===== config.mk =====
export PLATFORM = sky130hd
export DESIGN_NAME = cache_tag_lookup
export DESIGN_NICKNAME = d
export VERILOG_FILES = /design/src/rtl/cache_tag_lookup.sv
export SDC_FILE = /design/constraint.sdc
export NUM_CORES = 1
export LEC_CHECK = 0
export ABC_CLOCK_PERIOD_IN_PS = 4000
export BUFFER_PORTS_ARGS = -buffer_cell sky130_fd_sc_hd__buf_2
export CORE_ASPECT_RATIO = 1.25
export CORE_MARGIN = 2
export CORE_UTILIZATION = 61
export DETAILED_ROUTE_END_ITERATION = 10
export GPL_ROUTABILITY_DRIVEN = 0
export PLACE_DENSITY = 0.78
export SYNTH_ARGS = -nofsm -noshare
export SYNTH_HDL_FRONTEND = slang
export SYNTH_SLANG_ARGS = --single-unit

===== constraint.sdc =====
create_clock -name clk -period 4 [get_ports clk]
set_input_delay 1 -clock clk [delete_from_list [all_inputs] [get_ports clk]]
set_output_delay 1 -clock clk [all_outputs]
set_load 0.03 [all_outputs]

===== src/rtl/cache_tag_lookup.sv =====
// N-way set-associative tag store: registered hit/dirty lookup, victim
// selection (lowest invalid way, else tree pseudo-LRU) and fill/invalidate.
module cache_tag_lookup #(
  parameter  int TAG_W = 9,
  parameter  int IDX_W = 3,
  parameter  int WAYS  = 2,
  localparam int WAY_W = $clog2(WAYS)
) (
  input  logic             clk,
  input  logic             rst,
  input  logic             req_valid,
  input  logic [IDX_W-1:0] req_index,
  input  logic [TAG_W-1:0] req_tag,
  input  logic             req_write,
  input  logic             fill_valid,
  input  logic [IDX_W-1:0] fill_index,
  input  logic [WAY_W-1:0] fill_way,
  input  logic [TAG_W-1:0] fill_tag,
  input  logic             fill_dirty,
  input  logic             inval_valid,
  output logic             resp_valid,
  output logic             resp_hit,
  output logic [WAY_W-1:0] resp_way,
  output logic             resp_dirty,
  output logic [WAY_W-1:0] victim_way,
  output logic             victim_valid,
  output logic             victim_dirty,
  output logic [TAG_W-1:0] victim_tag
);

  localparam int SETS = 2 ** IDX_W;

  logic [WAYS-1:0]  valid_q [SETS];
  logic [WAYS-1:0]  dirty_q [SETS];
  logic [WAYS-2:0]  plru_q  [SETS];
  logic [TAG_W-1:0] tag_q   [SETS][WAYS];

  // Walk the heap-ordered tree from the root; each node bit picks a half.
  function automatic logic [WAY_W-1:0] plru_victim(input logic [WAYS-2:0] p);
    int               node;
    logic [WAY_W-1:0] w;
    node = 0;
    w    = '0;
    for (int l = 0; l < WAY_W; l++) begin
      w    = (w << 1) | WAY_W'(p[node]);
      node = 2 * node + 1 + int'(p[node]);
    end
    return w;
  endfunction

  // Point every node on the path to way w away from it.
  function automatic logic [WAYS-2:0] plru_touch(input logic [WAYS-2:0] p,
                                                 input logic [WAY_W-1:0] w);
    int              node;
    logic            b;
    logic [WAYS-2:0] q;
    q    = p;
    node = 0;
    for (int l = WAY_W - 1; l >= 0; l--) begin
      b       = w[l];
      q[node] = ~b;
      node    = 2 * node + 1 + int'(b);
    end
    return q;
  endfunction

  logic             hit;
  logic [WAY_W-1:0] hit_way;
  logic             inv_found;
  logic [WAY_W-1:0] inv_way;
  logic [WAY_W-1:0] victim;

  // NOTE: every always_comb output gets a default first so no latch is inferred.
  always_comb begin
    hit       = 1'b0;
    hit_way   = '0;
    inv_found = 1'b0;
    inv_way   = '0;
    // Scanning downward leaves the lowest matching / invalid way selected.
    for (int w = WAYS - 1; w >= 0; w--) begin
      if (valid_q[req_index][w] && (tag_q[req_index][w] == req_tag)) begin
        hit     = 1'b1;
        hit_way = WAY_W'(w);
      end
      if (!valid_q[req_index][w]) begin
        inv_found = 1'b1;
        inv_way   = WAY_W'(w);
      end
    end
    victim = inv_found ? inv_way : plru_victim(plru_q[req_index]);
  end

  // NOTE: non-blocking assignments throughout sequential logic; the later
  // assignment in program order wins, which gives fill its precedence.
  always_ff @(posedge clk) begin
    if (rst) begin
      for (int s = 0; s < SETS; s++) begin
        valid_q[s] <= '0;
        dirty_q[s] <= '0;
        plru_q[s]  <= '0;
      end
    end else begin
      if (req_valid && hit) begin
        plru_q[req_index] <= plru_touch(plru_q[req_index], hit_way);
        if (req_write) dirty_q[req_index][hit_way] <= 1'b1;
      end
      if (fill_valid) begin
        valid_q[fill_index][fill_way] <= 1'b1;
        dirty_q[fill_index][fill_way] <= fill_dirty;
        plru_q[fill_index]            <= plru_touch(plru_q[fill_index], fill_way);
      end else if (inval_valid) begin
        valid_q[fill_index][fill_way] <= 1'b0;
        dirty_q[fill_index][fill_way] <= 1'b0;
      end
    end
  end

  // NOTE: tag storage is deliberately not reset; valid=0 makes stale tags harmless.
  always_ff @(posedge clk) begin
    if (fill_valid) tag_q[fill_index][fill_way] <= fill_tag;
  end

  always_ff @(posedge clk) begin
    if (rst) begin
      resp_valid   <= 1'b0;
      resp_hit     <= 1'b0;
      resp_way     <= '0;
      resp_dirty   <= 1'b0;
      victim_way   <= '0;
      victim_valid <= 1'b0;
      victim_dirty <= 1'b0;
      victim_tag   <= '0;
    end else begin
      resp_valid <= req_valid;
      if (req_valid) begin
        resp_hit     <= hit;
        resp_way     <= hit_way;
        resp_dirty   <= hit & dirty_q[req_index][hit_way];
        victim_way   <= victim;
        victim_valid <= valid_q[req_index][victim];
        victim_dirty <= valid_q[req_index][victim] & dirty_q[req_index][victim];
        victim_tag   <= tag_q[req_index][victim];
      end
    end
  end

endmodule


Word level (Yosys, flattened, before mapping)
Memory sizes are Yosys's and may differ from the RTL's.
Index checks and enable logic that the tools add are counted.
- bits in registers: 16
- memory bits (writable): 184
- input bits: 32
- output and inout bits: 16
- word-level logic and storage cells: 102
- memories: 4
- $lt $le $gt $ge: 8
- equal/unequal tests: 2
- muxes and demuxes: 59
- bitwise operators: 10
- reductions and logical operators: 11
- memories (memory ; words ; width ; read ports ; clocked after memory_dff ; wr ports ; RTL line ; RTL):
    tag_q ; 8 ; 18 ; 1 ; 0 ; 1 ; 36 ; logic [TAG_W-1:0] tag_q [SETS][WAYS];
    dirty_q ; 8 ; 2 ; 1 ; 0 ; 8 ; 34 ; logic [WAYS-1:0] dirty_q [SETS];
    valid_q ; 8 ; 2 ; 1 ; 0 ; 8 ; 33 ; logic [WAYS-1:0] valid_q [SETS];
    plru_q ; 8 ; 1 ; 1 ; 0 ; 8 ; 35 ; logic [WAYS-2:0] plru_q [SETS];
- operator list (cell ; count):
    1-bit 2-to-1 mux ; 37
    9-bit 2-to-1 mux ; 4
    9-bit == test ; 2
    18-bit 2-to-1 mux ; 1
    2-bit 2-to-1 mux ; 9
    3-bit 2-to-1 mux ; 5
    9-bit demux with 1-bit select ; 1
    1-bit logical AND ; 6
    1-bit by 2-bit < comparator with 1-bit output, second input constant ; 3
    2-bit OR reduction ; 3
    2-bit >= comparator, second input constant ; 2
    1-bit NOT with 2-bit output ; 2
    1-bit OR ; 4
    1-bit AND ; 2
    1-bit demux with 1-bit select ; 2
    1-bit >= comparator, second input constant ; 2
    2-bit by 1-bit < comparator with 1-bit output, second input constant ; 1
    1-bit NOT ; 2
    1-bit OR reduction ; 2

Logic depth before layout (Yosys ltp)
Gate-level depths: netlist of the first run.
An unclocked memory read counts as a cell.
- word-level depth: 12
- gate-level depth with buffers: 13

Worst setup path after synthesis of the first run
OpenSTA, ideal clock, no wires.
- path kind: input-to-reg
- from: input port req_index[1]
- to: memory plru_q[3] in the netlist's numbering (enable)
- library setup time: 0.293 ns
- arrival time: 3.291 ns
- path slack: 0.417 ns
- cell stages on the path: 11
- buffers on the path: 4
- cell sequence: buf_2 > buf_4 > buf_2 > mux2_2 > a32o_1 > a211oi_2 > xnor2_1 > nor4_4 > buf_6 > a41oi_2 > nand2_1
- RTL lines (element ; RTL line ; RTL):
    start: declaration ; 12 ; input logic [IDX_W-1:0] req_index,
    end: declaration ; 35 ;

==> results.sh, run 1 <==
export IMPL_seq_power_share_pct=51.7
export IMPL_p_leak_nw=3.74
export IMPL_firstDrtPassIters=7
export IMPL_synth_top_family_by_area="simple AND/OR/NAND/NOR gates"
export IMPL_wl_per_cell_microns=24.8
export IMPL_worstPathRequired_ns=4.17
export IMPL_grt_max_degree=35
export IMPL_die_area_sq_um=16300
export IMPL_grt_pass1_vias=6382
export IMPL_synth_edf_count=168
export IMPL_grt_ovfl_total=0
export IMPL_netlist_area_sq_um=9300
export IMPL_synth_area_leaders="edfxtp_1, dfxtp_1, mux2i_1"
export IMPL_postCtsSetupRepairBufs=0
export IMPL_power_total_w=0.00451
export IMPL_dpl_hpwl_mm=16.5
export IMPL_synth_compound_area_share_pct=10.9
export IMPL_drcViolationCount=0
export IMPL_cts_resized=0
export IMPL_ys_warn_count=0
export IMPL_fill_cells=1002
export IMPL_start_kind="input pin"
export IMPL_m1WireLength_mm=8.44
export IMPL_antenna_found_initial=0
export IMPL_drive_gt1_share_pct=21.1
export IMPL_path_cells="buf_2 > buf_4 > buf_4 > mux4_2 > mux2i_4 > xnor2_1 > nor4b_4 > buf_4 > a41oi_1 > nand2_1"
export IMPL_highest_layer="met4"
export IMPL_fin_crit_sh_pct=86.2
export IMPL_synth_top_area_share_pct=54.2
export IMPL_power_frac_clock_pct=37.5
export IMPL_ys_seq_elements=200
export IMPL_synth_adder_area_share_pct=0
export IMPL_synth_most_common_cell="edfxtp_1"
export IMPL_finClkSkew_ns=0.0188
export IMPL_clock_sinks=200
export IMPL_die_h_microns=142
export IMPL_die_w_microns=114
export IMPL_p_per_area_nw_per_um2=435
export IMPL_coreArea_sq_um=15000
export IMPL_synthArstFlopShare_pct=0
export IMPL_yosys_mux_area_fraction_pct=10.8
export IMPL_cts_inserted_buffers=17
export IMPL_track_usage_pct=30.3
export IMPL_clk_latency_ns=0.45
export IMPL_max_slew_margin_pct=57.6
export IMPL_hold_path_class="reg2reg"
export IMPL_initial_core_util_pct=62.2
export IMPL_drv_cap=0
export IMPL_ios=48
export IMPL_synth_common_cells="edfxtp_1, nor2_1, mux2i_1"
export IMPL_slowest_delay_ns=0.60
export IMPL_yosys_area_share_xor_xnor_pct=1.13
export IMPL_end_kind="flip-flop"
export IMPL_syn_area_per_cell_sq_um=13.0
export IMPL_tightest_slew_ns=0.633
export IMPL_power_frac_comb_pct=10.8
export IMPL_arrival_ns=3.62
export IMPL_cts_hold_buf=0
export IMPL_cp_max_fo=19
export IMPL_max_freq_ghz=0.290
export IMPL_synth_ff_type="edfxtp_1"
export IMPL_synth_cell_type_count=66
export IMPL_switchingPower_w=0.00114
export IMPL_via_per_inst=6.74
export IMPL_hold_viol_final=0
export IMPL_fin_crit_ns=3.45
export IMPL_p_int_w=0.00337
export IMPL_ys_seq_area_share_pct=61.1
export IMPL_wl_met3_mm=1.95
export IMPL_regArea_sq_um=5690
export IMPL_max_clock_path_buffers=2
export IMPL_synth_nets=747
export IMPL_path_common_cell="buf_4"
export IMPL_tritoncts="done"
export IMPL_crit_slowest_cell="mux4_2"
export IMPL_antenna_cells=0
export IMPL_cts_root_buf="clkbuf_16"
export IMPL_htreeDepth=4
export IMPL_crit_type="in2reg"
export IMPL_synth_top_cell_by_area="edfxtp_1"
export IMPL_nNetsFinal=805
export IMPL_status="finished clean"
export IMPL_drv_slew=0
export IMPL_tns_ns=0
export IMPL_vias=6523
export IMPL_switching_share_pct=25.3
export IMPL_rsz0062_at_grt="false"
export IMPL_setup_viol=0
export IMPL_area_delta_synth_final_pct=11.6
export IMPL_netlist_instances=715
export IMPL_wirelength_mm=24.0
export IMPL_wl_met2_mm=12.4
export IMPL_drt_iter0_drc=898
export IMPL_multi_input_area_sq_um=3230
export IMPL_rows=50
export IMPL_vdd_drop_max_mv=0.398
export IMPL_yosys_area_share_simple_pct=11.8
export IMPL_drtAntennaViolNets=0
export IMPL_port_buffers=47
export IMPL_grt_pass1_wl_mm=36.1
export IMPL_clk_pin_slew_ns=0.08
through the flow:
step	instance area (sq um)	setup slack, ns	util (%)	hold slack [ns]	instances
3_3_place_gp	9780	0.188	65.4	0.429	936
4_1_cts	10400	0.569	69.4	0.451	968
2_1_floorplan	9300	0.417	-	0.440	715
6_report	10400	0.550	69.4	0.450	968
3_5_place_dp	9780	0.124	65.4	0.440	936
5_1_grt	10400	0.435	69.4	0.470	968
critical path, delay by kind of cell:
| kind | cells | cell delay, ns |
|---|---|---|
| AO/OA/AOI/OAI | 1 | 0.16 |
| XOR/XNOR | 1 | 0.13 |
| buffers and inverters | 4 | 1.10 |
| multiplexers | 2 | 0.83 |
| AND/OR/NAND/NOR | 2 | 0.36 |
kinds of logic (layout without fill, tap and decap cells):
family	after synthesis	after routing
buffers and inverters	74	145
flip-flops	200	200
multiplexers	72	72
AO/OA/AOI/OAI	136	136
AND/OR/NAND/NOR	221	221
XOR/XNOR	12	12
registers in the layout, indices dropped and copies added, names as in the netlist:
| register | cells |
|---|---|
| tag_q | 144 |
| resp_way | 1 |
| dirty_q | 16 |
| resp_valid | 1 |
| plru_q | 8 |
| victim_way | 1 |
| resp_hit | 1 |
| valid_q | 16 |
| victim_dirty | 1 |
| victim_valid | 1 |
| resp_dirty | 1 |
| victim_tag | 9 |
cell type report:
class                   instances  share of cell area (%)
clock buffers                  18                    4.14
clock inverters                14                    1.57
inverters                      23                   0.832
multi-input cells             441                    31.1
flip-flops and latches        200                    54.8
well taps                     182                    2.19
repair buffers                 90                    5.38
final timing paths:
path / startpoint / end / slack, ns / cells past startpoint
setup reg to reg: tag_q[0][14]$_DFFE_PP_ / plru_q[2]$_DFFE_PP_ / 1.28 / 8
hold / removal: victim_valid$_SDFFE_PP0P_ / victim_valid$_SDFFE_PP0P_ / 0.45 / 2
setup / recovery: req_index[0] / plru_q[0]$_DFFE_PP_ / 0.55 / 10
hold reg to reg: victim_valid$_SDFFE_PP0P_ / victim_valid$_SDFFE_PP0P_ / 0.45 / 2
cells in the final DEF (no fill, tap or decap), drive strengths merged, types with 5 or more instances in the layout:
cell type,instances
edfxtp,168
buf,90
nor2,87
mux2i,46
nand2,40
dfxtp,32
inv,28
o21ai,24
nand3,20
a22oi,19
mux4,19
clkbuf,18
a21oi,14
nor3,12
nand4,10
or3,9
o211ai,9
o21bai,9
a41oi,9
a22o,8
a21o,8
nand2b,7
and2,7
mux2,7
or2,6
xor2,6
o22ai,6
xnor2,6
a211oi,6
nor2b,5
a221oi,5
clkinv,5
power groups by stage:
stage	clock network [W]	logic, W	registers (W)
6_report	0.00169	0.000488	0.00233
4_1_cts	0.00170	0.000479	0.00233
3_5_place_dp	0	0.000475	0.00238
2_1_floorplan	0	0.000297	0.00240
5_1_grt	0.00177	0.000515	0.00234
3_3_place_gp	0	0.000465	0.00238
routing by layer:
metal / track usage (%) / vias up
met3: 4.73 / 93
met1: 36.3 / 3162
met4: 16.2 / 0
li1: - / 2843
met2: 52.5 / 425
met5: 0 / -
(Power assumes the default switching activity.)
==> run 2: changes to the inputs <==
Settings changed: CORE_MARGIN 2 to not set.
==> run 2 against run 1 <==
Cell area about the same. Global-route usage increased by 1.1 points. Cell count shrank 0.21%. Die area fell by 3.1%. Setup slack got worse by 0.041 ns. Via count fell by 1.1%. Critical path depth fell by 1. Critical endpoint is now resp_dirty$_SDFFE_PP0P_. Highest routed layer unchanged.
==> results.sh, run 2 (synthesis gave the netlist of run 1 again) <==
export IMPL_drive_gt1_share_pct=20.9
export IMPL_coreArea_sq_um=15000
export IMPL_antenna_cells=0
export IMPL_p_leak_nw=3.74
export IMPL_grt_pass1_wl_mm=35.9
export IMPL_fin_crit_ns=3.49
export IMPL_multi_input_area_sq_um=3230
export IMPL_htreeDepth=4
export IMPL_end_kind="flip-flop"
export IMPL_max_flop_register="tag_q"
export IMPL_drv_cap=0
export IMPL_arrival_ns=3.85
export IMPL_vias=6451
export IMPL_pre_cts_ws_ns=0.0942
export IMPL_grt_max_degree=35
export IMPL_status="finished clean"
export IMPL_cts_hold_buf=0
export IMPL_wirelength_mm=23.7
export IMPL_rows=50
export IMPL_path_cells="buf_2 > mux2_2 > a32o_1 > a211oi_2 > xnor2_1 > nor4_4 > buf_4 > nand4_1 > o21ai_0"
export IMPL_finClkSkew_ns=0.0107
export IMPL_crit_type="in2reg"
export IMPL_clock_sinks=200
export IMPL_drt_iter0_drc=934
export IMPL_use_met3_pct=6.23
export IMPL_clk_pin_slew_ns=0.07
export IMPL_cp_max_fo=24
export IMPL_ios=48
export IMPL_tightest_slew_ns=1.04
export IMPL_max_slew_margin_pct=30.2
export IMPL_regArea_sq_um=5690
export IMPL_dpl_hpwl_mm=16.5
export IMPL_area_delta_synth_final_pct=11.5
export IMPL_initial_core_util_pct=62.2
export IMPL_cts_root_buf="clkbuf_16"
export IMPL_rsz0062_at_grt="false"
export IMPL_start_kind="input pin"
export IMPL_grt_pass1_vias=6447
export IMPL_drcViolationCount=0
export IMPL_fin_crit_sh_pct=87.3
export IMPL_crit_slowest_cell="nor4_4"
export IMPL_firstDrtPassIters=6
export IMPL_port_buffers=47
export IMPL_place_area_sq_um=9810
export IMPL_vdd_drop_max_mv=0.366
export IMPL_reg_top3="tag_q (144), dirty_q (16), valid_q (16)"
export IMPL_regToRegSetupSlack_ns=1.26
export IMPL_drtAntennaViolNets=0
export IMPL_grt_met1_usage_pct=36.4
export IMPL_hold_path_class="reg2reg"
export IMPL_tns_ns=0
export IMPL_whs_ns=0.448
export IMPL_max_freq_ghz=0.286
export IMPL_nNetsFinal=803
export IMPL_cts_inserted_buffers=17
export IMPL_die_h_microns=140
export IMPL_slowest_delay_ns=0.67
export IMPL_max_clock_path_buffers=2
export IMPL_die_area_sq_um=15700
export IMPL_tritoncts="done"
export IMPL_fill_cells=1005
export IMPL_layout_common_cells="edfxtp_1, nor2_1, buf_2"
export IMPL_cts_resized=0
export IMPL_busiest_layer="met2"
export IMPL_clk_latency_ns=0.44
export IMPL_final_cell_area_sq_um=10400
export IMPL_die_w_microns=112
export IMPL_p_per_area_nw_per_um2=430
export IMPL_wl_per_cell_microns=24.5
export IMPL_worstPathRequired_ns=4.36
export IMPL_track_usage_pct=31.4
export IMPL_hold_viol_final=0
export IMPL_largest_reg_flops=144
export IMPL_via_per_inst=6.68
export IMPL_use_met2_pct=54.8
export IMPL_final_common_cell="edfxtp_1"
export IMPL_grt_ovfl_total=0
export IMPL_setup_viol=0
export IMPL_antenna_found_initial=0
export IMPL_timing_final_ws_setup_ns=0.509
export IMPL_postCtsSetupRepairBufs=0
export IMPL_drv_slew=0
==> run 2: worst paths after layout <==
path | from | to | cells past startpoint
hold reg to reg | resp_way$_SDFFE_PP0P_ | resp_way$_SDFFE_PP0P_ | 2
setup / recovery | req_index[1] | resp_dirty$_SDFFE_PP0P_ | 9
hold / removal | resp_way$_SDFFE_PP0P_ | resp_way$_SDFFE_PP0P_ | 2
setup reg to reg | tag_q[6][8]$_DFFE_PP_ | resp_dirty$_SDFFE_PP0P_ | 8
==> run 2: where the power goes <==
group          internal, W  leakage, nW  total [W]  switching [W]
clock network     0.000825        0.281    0.00164       0.000811
logic             0.000174         1.67   0.000489       0.000315
registers          0.00231         1.79    0.00233      0.0000207
total              0.00331         3.74    0.00446        0.00115
==> run 2: final cells by class <==
cell class	instances	share of cell area [%]
clock buffer	17	4.10
clock inverter	15	1.36
inverter	23	0.832
multi-input combinational	441	31.1
sequential	200	54.8
tap	182	2.20
timing repair buffer	88	5.60
==> run 2: routing by layer <==
layer | wire [microns] | vias up
li1 | - | 2835
met1 | 8390 | 3144
met2 | 12300 | 376
met3 | 1830 | 96
met4 | 1190 | 0
met5 | 0 | -
==> run 2: critical path: cells and delay by family <==
family	cells	cell delay (ns)
and+or+nand+nor	2	0.79
AOI/OAI and AO/OA	3	0.74
buffers and inverters	2	0.73
muxes	1	0.41
xor gates and xnor gates	1	0.16
==> run 2: stage by stage <==
| step | power (W) | utilization (%) | instances |
|---|---|---|---|
| after global placement | 0.00284 | 65.6 | 934 |
| after global routing | 0.00457 | 69.4 | 966 |
| after detailed placement | 0.00286 | 65.6 | 934 |
| after floorplan | 0.00269 | - | 715 |
| final | 0.00446 | 69.4 | 966 |
| after CTS | 0.00446 | 69.4 | 966 |
